File: src/rtl/regfile_arb_pkg.sv
// Shared types and constants for the register file write arbiter and its MDU result buffer.
// The buffered request struct is sized by the package defaults below.
package regfile_arb_pkg;

    localparam int DEF_DATA_W = 64;
    localparam int DEF_ADDR_W = 5;
    localparam int LINK_REG   = 31;

    typedef struct packed {
        logic [DEF_ADDR_W-1:0] dst;
        logic [DEF_DATA_W-1:0] data;
    } wr_req_t;

endpackage

File: src/rtl/mdu_result_fifo.sv
// Small FIFO holding completed MDU results until the write port is granted to them.
// The head entry is read combinationally, so a result pushed at one edge can be granted in the next cycle.
module mdu_result_fifo
    import regfile_arb_pkg::*;
#(
    parameter int DEPTH = 2
) (
    input  logic    clk,
    input  logic    rst_n,
    input  logic    push,
    input  wr_req_t push_data,
    input  logic    pop,
    output wr_req_t head,
    output logic    full,
    output logic    empty
);

    localparam int PTR_W = (DEPTH > 1) ? $clog2(DEPTH) : 1;
    localparam int CNT_W = $clog2(DEPTH + 1);

    wr_req_t            mem [DEPTH];
    logic [PTR_W-1:0]   wr_ptr_reg;
    logic [PTR_W-1:0]   rd_ptr_reg;
    logic [CNT_W-1:0]   count_reg;

    function automatic logic [PTR_W-1:0] ptr_inc(input logic [PTR_W-1:0] ptr);
        return (ptr == PTR_W'(DEPTH - 1)) ? '0 : ptr + 1'b1;
    endfunction

    always_ff @(posedge clk or negedge rst_n) begin
        if (!rst_n) begin
            wr_ptr_reg <= '0;
            rd_ptr_reg <= '0;
            count_reg  <= '0;
        end else begin
            if (push) wr_ptr_reg <= ptr_inc(wr_ptr_reg);
            if (pop)  rd_ptr_reg <= ptr_inc(rd_ptr_reg);
            case ({push, pop})
                2'b10:   count_reg <= count_reg + 1'b1;
                2'b01:   count_reg <= count_reg - 1'b1;
                default: count_reg <= count_reg;
            endcase
        end
    end

    // Storage needs no reset: the count alone decides which entries are valid.
    always_ff @(posedge clk) begin
        if (push) mem[wr_ptr_reg] <= push_data;
    end

    assign head  = mem[rd_ptr_reg];
    assign full  = (count_reg == CNT_W'(DEPTH));
    assign empty = (count_reg == '0);

endmodule

File: src/rtl/regfile_write_arbiter.sv
// Shares the register file write port between writeback and buffered MDU results, and
// tracks in-flight MDU destinations so decode stalls on RAW/WAW hazards against them.
module regfile_write_arbiter
    import regfile_arb_pkg::*;
#(
    parameter int DATA_W     = DEF_DATA_W,
    parameter int ADDR_W     = DEF_ADDR_W,
    parameter int BUF_DEPTH  = 2,
    parameter int STARVE_MAX = 4
) (
    input  logic              clk,
    input  logic              rst_n,
    input  logic              wb_valid,
    input  logic [ADDR_W-1:0] wb_dst,
    input  logic              wb_link,
    input  logic [DATA_W-1:0] wb_data,
    output logic              wb_stall,
    input  logic              mdu_valid,
    output logic              mdu_ready,
    input  logic [ADDR_W-1:0] mdu_dst,
    input  logic [DATA_W-1:0] mdu_data,
    input  logic              dec_valid,
    input  logic [ADDR_W-1:0] dec_rs,
    input  logic [ADDR_W-1:0] dec_rt,
    input  logic [ADDR_W-1:0] dec_dst,
    input  logic              dec_is_mdu,
    output logic              dec_stall,
    output logic              rf_we,
    output logic [ADDR_W-1:0] rf_waddr,
    output logic [DATA_W-1:0] rf_wdata
);

    localparam int NUM_REGS = 2 ** ADDR_W;
    localparam int SCNT_W   = $clog2(STARVE_MAX + 1);

    wr_req_t             head;
    logic                buf_full;
    logic                buf_empty;
    logic                mdu_push;
    logic                mdu_grant;
    logic                wb_grant;
    logic [ADDR_W-1:0]   wb_eff_dst;
    logic [SCNT_W-1:0]   starve_cnt_reg;
    logic [SCNT_W-1:0]   starve_cnt_next;
    logic [NUM_REGS-1:0] pending_reg;
    logic [NUM_REGS-1:0] pending_next;
    logic                pending_set;

    assign mdu_ready = !buf_full;
    assign mdu_push  = mdu_valid && !buf_full;

    mdu_result_fifo #(
        .DEPTH (BUF_DEPTH)
    ) u_fifo (
        .clk       (clk),
        .rst_n     (rst_n),
        .push      (mdu_push),
        .push_data ('{dst: mdu_dst, data: mdu_data}),
        .pop       (mdu_grant),
        .head      (head),
        .full      (buf_full),
        .empty     (buf_empty)
    );

    assign wb_eff_dst = wb_link ? ADDR_W'(LINK_REG) : wb_dst;
    assign mdu_grant  = !buf_empty && (!wb_valid || starve_cnt_reg == SCNT_W'(STARVE_MAX));
    assign wb_grant   = wb_valid && !mdu_grant;
    assign wb_stall   = wb_valid && mdu_grant;

    // Counts WB wins only while an MDU result is waiting; saturates so the MDU wins next.
    always_comb begin
        starve_cnt_next = starve_cnt_reg;
        if (mdu_grant || buf_empty) begin
            starve_cnt_next = '0;
        end else if (wb_grant && starve_cnt_reg != SCNT_W'(STARVE_MAX)) begin
            starve_cnt_next = starve_cnt_reg + 1'b1;
        end
    end

    assign dec_stall   = dec_valid && (pending_reg[dec_rs] | pending_reg[dec_rt] | pending_reg[dec_dst]);
    assign pending_set = dec_valid && dec_is_mdu && !dec_stall && (dec_dst != '0);

    // The WAW stall guarantees a set and a clear never target the same bit in one cycle.
    always_comb begin
        pending_next = pending_reg;
        if (mdu_grant)   pending_next[head.dst] = 1'b0;
        if (pending_set) pending_next[dec_dst]  = 1'b1;
        pending_next[0] = 1'b0;
    end

    always_ff @(posedge clk or negedge rst_n) begin
        if (!rst_n) begin
            starve_cnt_reg <= '0;
            pending_reg    <= '0;
            rf_we          <= 1'b0;
            rf_waddr       <= '0;
            rf_wdata       <= '0;
        end else begin
            starve_cnt_reg <= starve_cnt_next;
            pending_reg    <= pending_next;
            rf_we          <= 1'b0;
            // Register 0 requests are still consumed, they just never reach the file.
            if (mdu_grant) begin
                rf_we    <= (head.dst != '0);
                rf_waddr <= head.dst;
                rf_wdata <= head.data;
            end else if (wb_grant) begin
                rf_we    <= (wb_eff_dst != '0);
                rf_waddr <= wb_eff_dst;
                rf_wdata <= wb_data;
            end
        end
    end

endmodule

File: config.mk
export PLATFORM = sky130hd
export DESIGN_NAME = regfile_write_arbiter
export DESIGN_NICKNAME = d
export VERILOG_FILES = /design/src/rtl/regfile_arb_pkg.sv /design/src/rtl/mdu_result_fifo.sv /design/src/rtl/regfile_write_arbiter.sv
export SDC_FILE = /design/constraint.sdc
export NUM_CORES = 1
export LEC_CHECK = 0
export CELL_PAD_IN_SITES_DETAIL_PLACEMENT = 1
export CELL_PAD_IN_SITES_GLOBAL_PLACEMENT = 2
export CORE_ASPECT_RATIO = 1.25
export CORE_UTILIZATION = 36
export DETAILED_ROUTE_END_ITERATION = 10
export HOLD_SLACK_MARGIN = 0.15
export PLACE_DENSITY = 0.82
export SLEW_MARGIN = 20
export SYNTH_ARGS = -nofsm -noshare
export SYNTH_HDL_FRONTEND = slang
export SYNTH_SLANG_ARGS = --single-unit
File: constraint.sdc
create_clock -name clk -period 9.3 [get_ports clk]
set_input_delay 0.93 -clock clk [delete_from_list [all_inputs] [get_ports clk]]
set_output_delay 0.93 -clock clk [all_outputs]
set_load 0.03 [all_outputs]
# == Yosys cells after proc, flatten, opt, wreduce, memory -nomap -nowiden ==
# Memories as Yosys holds them, arrays and structs flattened.
# Index checks and enable logic that the tools add are counted.
# Widths: inputs -> output; s select.
# classes
reduce_logical,25
bitwise,5
mux,26
n_lt_le_gt_ge,6
n_eq_ne,5
add_sub_neg,5
# ops
operator,count
$mux 64,2
$mux 32,2
$and 32x32->32,1
$not 32->32,1
$or 32x32->32,1
$lt 5x6->1 const B,4
$bmux 1 s5,3
$mux 5,3
$reduce_bool 5->1,3
$logic_and 1x1->1,11
$mux 1,11
$demux 1 s5,2
$ge 5x1->1 const B,2
$mux 3,2
$reduce_bool 2->1,3
$logic_not 1->1,5
$eq 2x2->1 const B,2
$pmux 2 s2,1
$add 3x1->3 const B,1
$eq 3x3->1 const B,1
$ne 3x3->1 const B,1
$add 1x1->1 const B,2
$add 2x1->2 const B,1
$eq 2x1->1 const B,1
other kinds (4),6
# word_totals
word_cells,81
output_inout_bits,73
mem_bits_rw,138
memories,1
register_bits,108
# memory_table
memory,depth,word_bits,rd,rd_ports_with_merged_regs,write_ports,line_no,source
u_fifo.mem,2,69,1,0,1,mdu_result_fifo.sv:21,wr_req_t mem [DEPTH];

# == Logic depth before layout (Yosys ltp) ==
# An unclocked memory read counts as a cell.
# depth
word_depth,10
mapped_depth,10

# == Cells and area by module ==
# A second synthesis with hierarchy kept.
# hier_totals
hier_cells,798
area_unflattened_um2,11154.4
# modules_own_cells
mod,instances,seq_area_each_um2,cells_per_inst,area_each_um2
regfile_write_arbiter,1,2602.5,567,5639.2
mdu_result_fifo,1,4244.1,231,5515.3

# == Worst setup path before layout ==
# OpenSTA, ideal clock, no wires.
# synth_timing
path_type,input-to-reg
startpoint,in mdu_valid
endpoint,"mem u_fifo.mem[0][0] (netlist name), enable pin"
cell_stages,2
path_slack_ps,4884
arrival_ps,3919
n_path_buf,0
path_cell_list,nand2_1 nor2_1
# synth_via
elab_chain_cells,3
# synth_rtl
item,line_no,source
start: declaration,regfile_write_arbiter.sv:18,"input logic mdu_valid,"
$logic_and 1x1->1,regfile_write_arbiter.sv:50,assign mdu_push = mdu_valid && !buf_full;
$mux 1,mdu_result_fifo.sv:48,if (push) mem[wr_ptr_reg] <= push_data;
$mux 1 (implied by the code),mdu_result_fifo.sv:48,
end: declaration,mdu_result_fifo.sv:21,
# Every way passes these cells.

# == Final worst setup path ==
# layout_timing
startpoint,in dec_dst[1]
endpoint,out dec_stall
# layout_via
elab_chain_cells,4
# layout_rtl
item,line_no,source
start: declaration,regfile_write_arbiter.sv:25,"input logic [ADDR_W-1:0] dec_dst,"
$bmux 1 s5,regfile_write_arbiter.sv:80,assign dec_stall = dec_valid && (pending_reg[dec_rs] | pending_reg[dec_rt] | pending_reg[dec_dst]);
$mux 1 (implied by the code),regfile_write_arbiter.sv:80,
$or 1x1->1,regfile_write_arbiter.sv:80,
$logic_and 1x1->1,regfile_write_arbiter.sv:80,
end: declaration,regfile_write_arbiter.sv:27,"output logic dec_stall,"
# Every way passes these cells. The select of a mux whose other input is x is not followed.

==> impl_results.md <==
* Nets@finish at 1247
* Routed len/inst at 20.4 um
* Die ar. at about 31000 um^2
* Max-cap viol count at 0
* DRC violations left at 0
* Sw Pwr at ~1700 uW
* Comb pwr share at a little under two fifths
* Layout cells sized above 1 at under 10%
* Filler Cell Count at between 3k and 4k
* Area after DPL at around 13000 um^2
* Crit path max fanout at 17
* Initial DRC Count at between 300 and 400
* Seq/Total Area, Yosys at between 60% and 70%
* PortBufs at 232
* Multi-input gate area at about 3700 um^2
* Routability cong. at a little under 0.9
* Worst Path Arrival at ~4.3 ns
* Vias in the first global route at around 8.4k
* Post-layout min period at 5.22 ns
* Clock buffer depth at 3
* Post-cts sizing count at 0
* Worst-Margin Slew at 1.07 ns
* P_leak at about 0.0053 uW
* Critical path type: in2out
* Mapped Cells at between 800 and 900
* WHS at approximately 0.43 ns
* Synth warn at 0
* Reg clk slew, reported paths at ~0.060 ns
* Syn-to-layout area delta at 32.4%
* Die Span Y at ~200 um
* Clk_lat worst skew at between 0.5 and 0.6 ns
* P per Cell Area at 312 nW/um^2
* Main flop type after synthesis: edfxtp_1
* Switching share of power at a little under two fifths
* Largest net degree at the start of global routing at about 110
* TNS Setup at 0 ns
* Post-Syn Nets at between 1k and 1.5k
* Yosys reg bits at 246
* CTS buffer count at 27
* GR Util All Layers at between 20% and 30%
* Final setup vio count at 0
* Number of synthesized flops with an enable pin at about 140
* Clk network pwr share at 22.5%
* Ratio of final minimum period to clock period at 56.2%
* Antenna Nets Post-Route at 0
* RSZ-0062 raised after global routing: false
* First-pass GRT wire length at 47800 um
* Fin. Hold Viols at 0
* Vias post-DR at a little under 8k
* Core Footprint at between 20000 and 30000 um^2
* Setup bufs post-CTS at 0
* I/O pins at roughly 230
* Pint at between 2000 and 3000 uW
* Startpoint Class: primary input
* Worst setup path startpoint: dec_dst[1]
* Ys async rst share at 43.9%
* Max Clock Freq at 0.191 GHz
* Synth cell types at 52
* Starting density of the core at 36.7%
* H-Tree Depth at 1
* Status: completed
* Slew Viols, Final at 0
* CTS tree: built
* Worst Reg-to-Reg Cells at 10
* Final instance area at approximately 14000 um^2
* Syn_area_per_cell at 12.4 um^2
* Final std cells w/o fill at 1507
* Hold buffers post-CTS at 0
* Sink Count at around 250
* Hpwl dp at 20900 um
* Peak supply drop at just under 0.2 mV
* Register share of total power at 40.6%
* RR Startpoint: starve_cnt_reg[0]$_DFFE_PN0P_
* Max-slew headroom at ~29%
* Max reg flops at around 140
* Crit end category: output pin
* Register area at 6850 um^2
* Clock Skews at between 0.01 and 0.015 ns
* Worst EP required at between 8 and 9 ns
* Congestion Overflow GR at 0
* Row cnt at 70
* Hold Crit Class: in2async
* Via/cell ratio at slightly above 5
* Drt total wl at between 30000 and 40000 um
* Inst Count DP at 1451
* Root Driver: clkbuf_16
* Antenna violations before repair at 10
* TritonRoute pass-1 iters at 4
* Synthesized area at roughly 11000 um^2
* DIE WIDTH at roughly 160 um
## cell usage after synthesis (all sizes together) (6+ instances only)
library cell,n,share of area (%)
o41ai,10,0.95
nand3,6,0.32
mux2,10,1.0
nor2b,6,0.35
clkbuf,31,1.1
nand2,161,5.6
inv,7,0.24
dfrtp,108,25
edfxtp,138,38
mux4,13,2.7
o31ai,24,2.5
nor2,14,0.49
buf,23,1.1
mux2i,84,7.8
nor3,8,0.37
o21ai,170,7.9
## cells by family (layout without fill, tap and decap cells)
kind of cell / after synthesis / after routing / share of synthesized area, %
and+or+nand+nor: 230 / 230 / 9.70
other: 0 / 7 / 0
AOI/OAI and AO/OA: 218 / 218 / 12.2
DFF: 246 / 246 / 63.3
buffers and inverters: 61 / 295 / 2.45
xor gates and xnor gates: 5 / 5 / 0.405
adders and majority gates: 3 / 3 / 0.347
muxes: 107 / 107 / 11.5
## layout by cell type (no fill, tap or decap), types with 9 or more instances in the layout
master	n
clkbuf_1	9
clkbuf_16	27
clkdlybuf4s50_1	231
dfrtp_1	107
edfxtp_1	138
mux2i_1	84
mux4_2	13
nand2_1	160
nor2_1	13
o21ai_0	165
o31ai_2	18
## per-stage QoR
stage / worst slack (ns) / total power [uW] / util, %
5_1_grt: 3.90 / 4710 / 48.6
3_3_place_gp: 4.07 / 3460 / 45.8
4_1_cts: 4.06 / 4530 / 48.6
3_5_place_dp: 4.07 / 3500 / 45.8
6_report: 4.08 / 4460 / 48.6
2_1_floorplan: 4.88 / 2780 / -
## critical path, stage by stage
cell	delay [ns]
clkdlybuf4s50_1	0.99
mux2i_1	0.25
nor3_1	0.07
or4_1	0.60
nor4b_4	0.31
nand2_2	0.20
o31a_1	0.36
clkdlybuf4s50_1	0.59
## per-layer routing
metal	up-vias	share of wire (%)	global-route usage [%]
met1	3818	40	24.3
met2	204	50	34.6
met5	-	0.12	0
li1	3641	-	-
met3	47	8.6	7.11
met4	6	2.0	5.27
## power by group through the flow
stage	Sequential (uW)	Clock (uW)	Combinational, uW
after floorplan	2030	0	751
after global placement	1810	0	1650
after detailed placement	1830	0	1670
after CTS	1810	1040	1680
after global routing	1860	1070	1790
final	1810	1000	1650
## final cells by class
cell class / instances / share of cell area (%)
antenna: 7 / 0.122
clock inverter: 11 / 0.621
timing repair buffer: 239 / 16.6
multi-input combinational: 563 / 26.0
inverter: 7 / 0.184
clock buffer: 38 / 5.15
sequential: 246 / 47.9
tap: 396 / 3.46
## path summary, 6_finish.rpt
kind | endpoint | slack (ns)
min in group clk | starve_cnt_reg[0]$_DFFE_PN0P_ | 0.47
min reg2reg | starve_cnt_reg[0]$_DFFE_PN0P_ | 0.47
max | dec_stall | 4.08
max in group asynchronous | u_fifo.rd_ptr_reg$_DFFE_PN0N_ | 7.37
max reg2reg | pending_reg[28]$_DFF_PN0_ | 5.91
min | starve_cnt_reg[2]$_DFFE_PN0P_ | 0.43
Note: power is estimated with default switching activity, not from simulation.
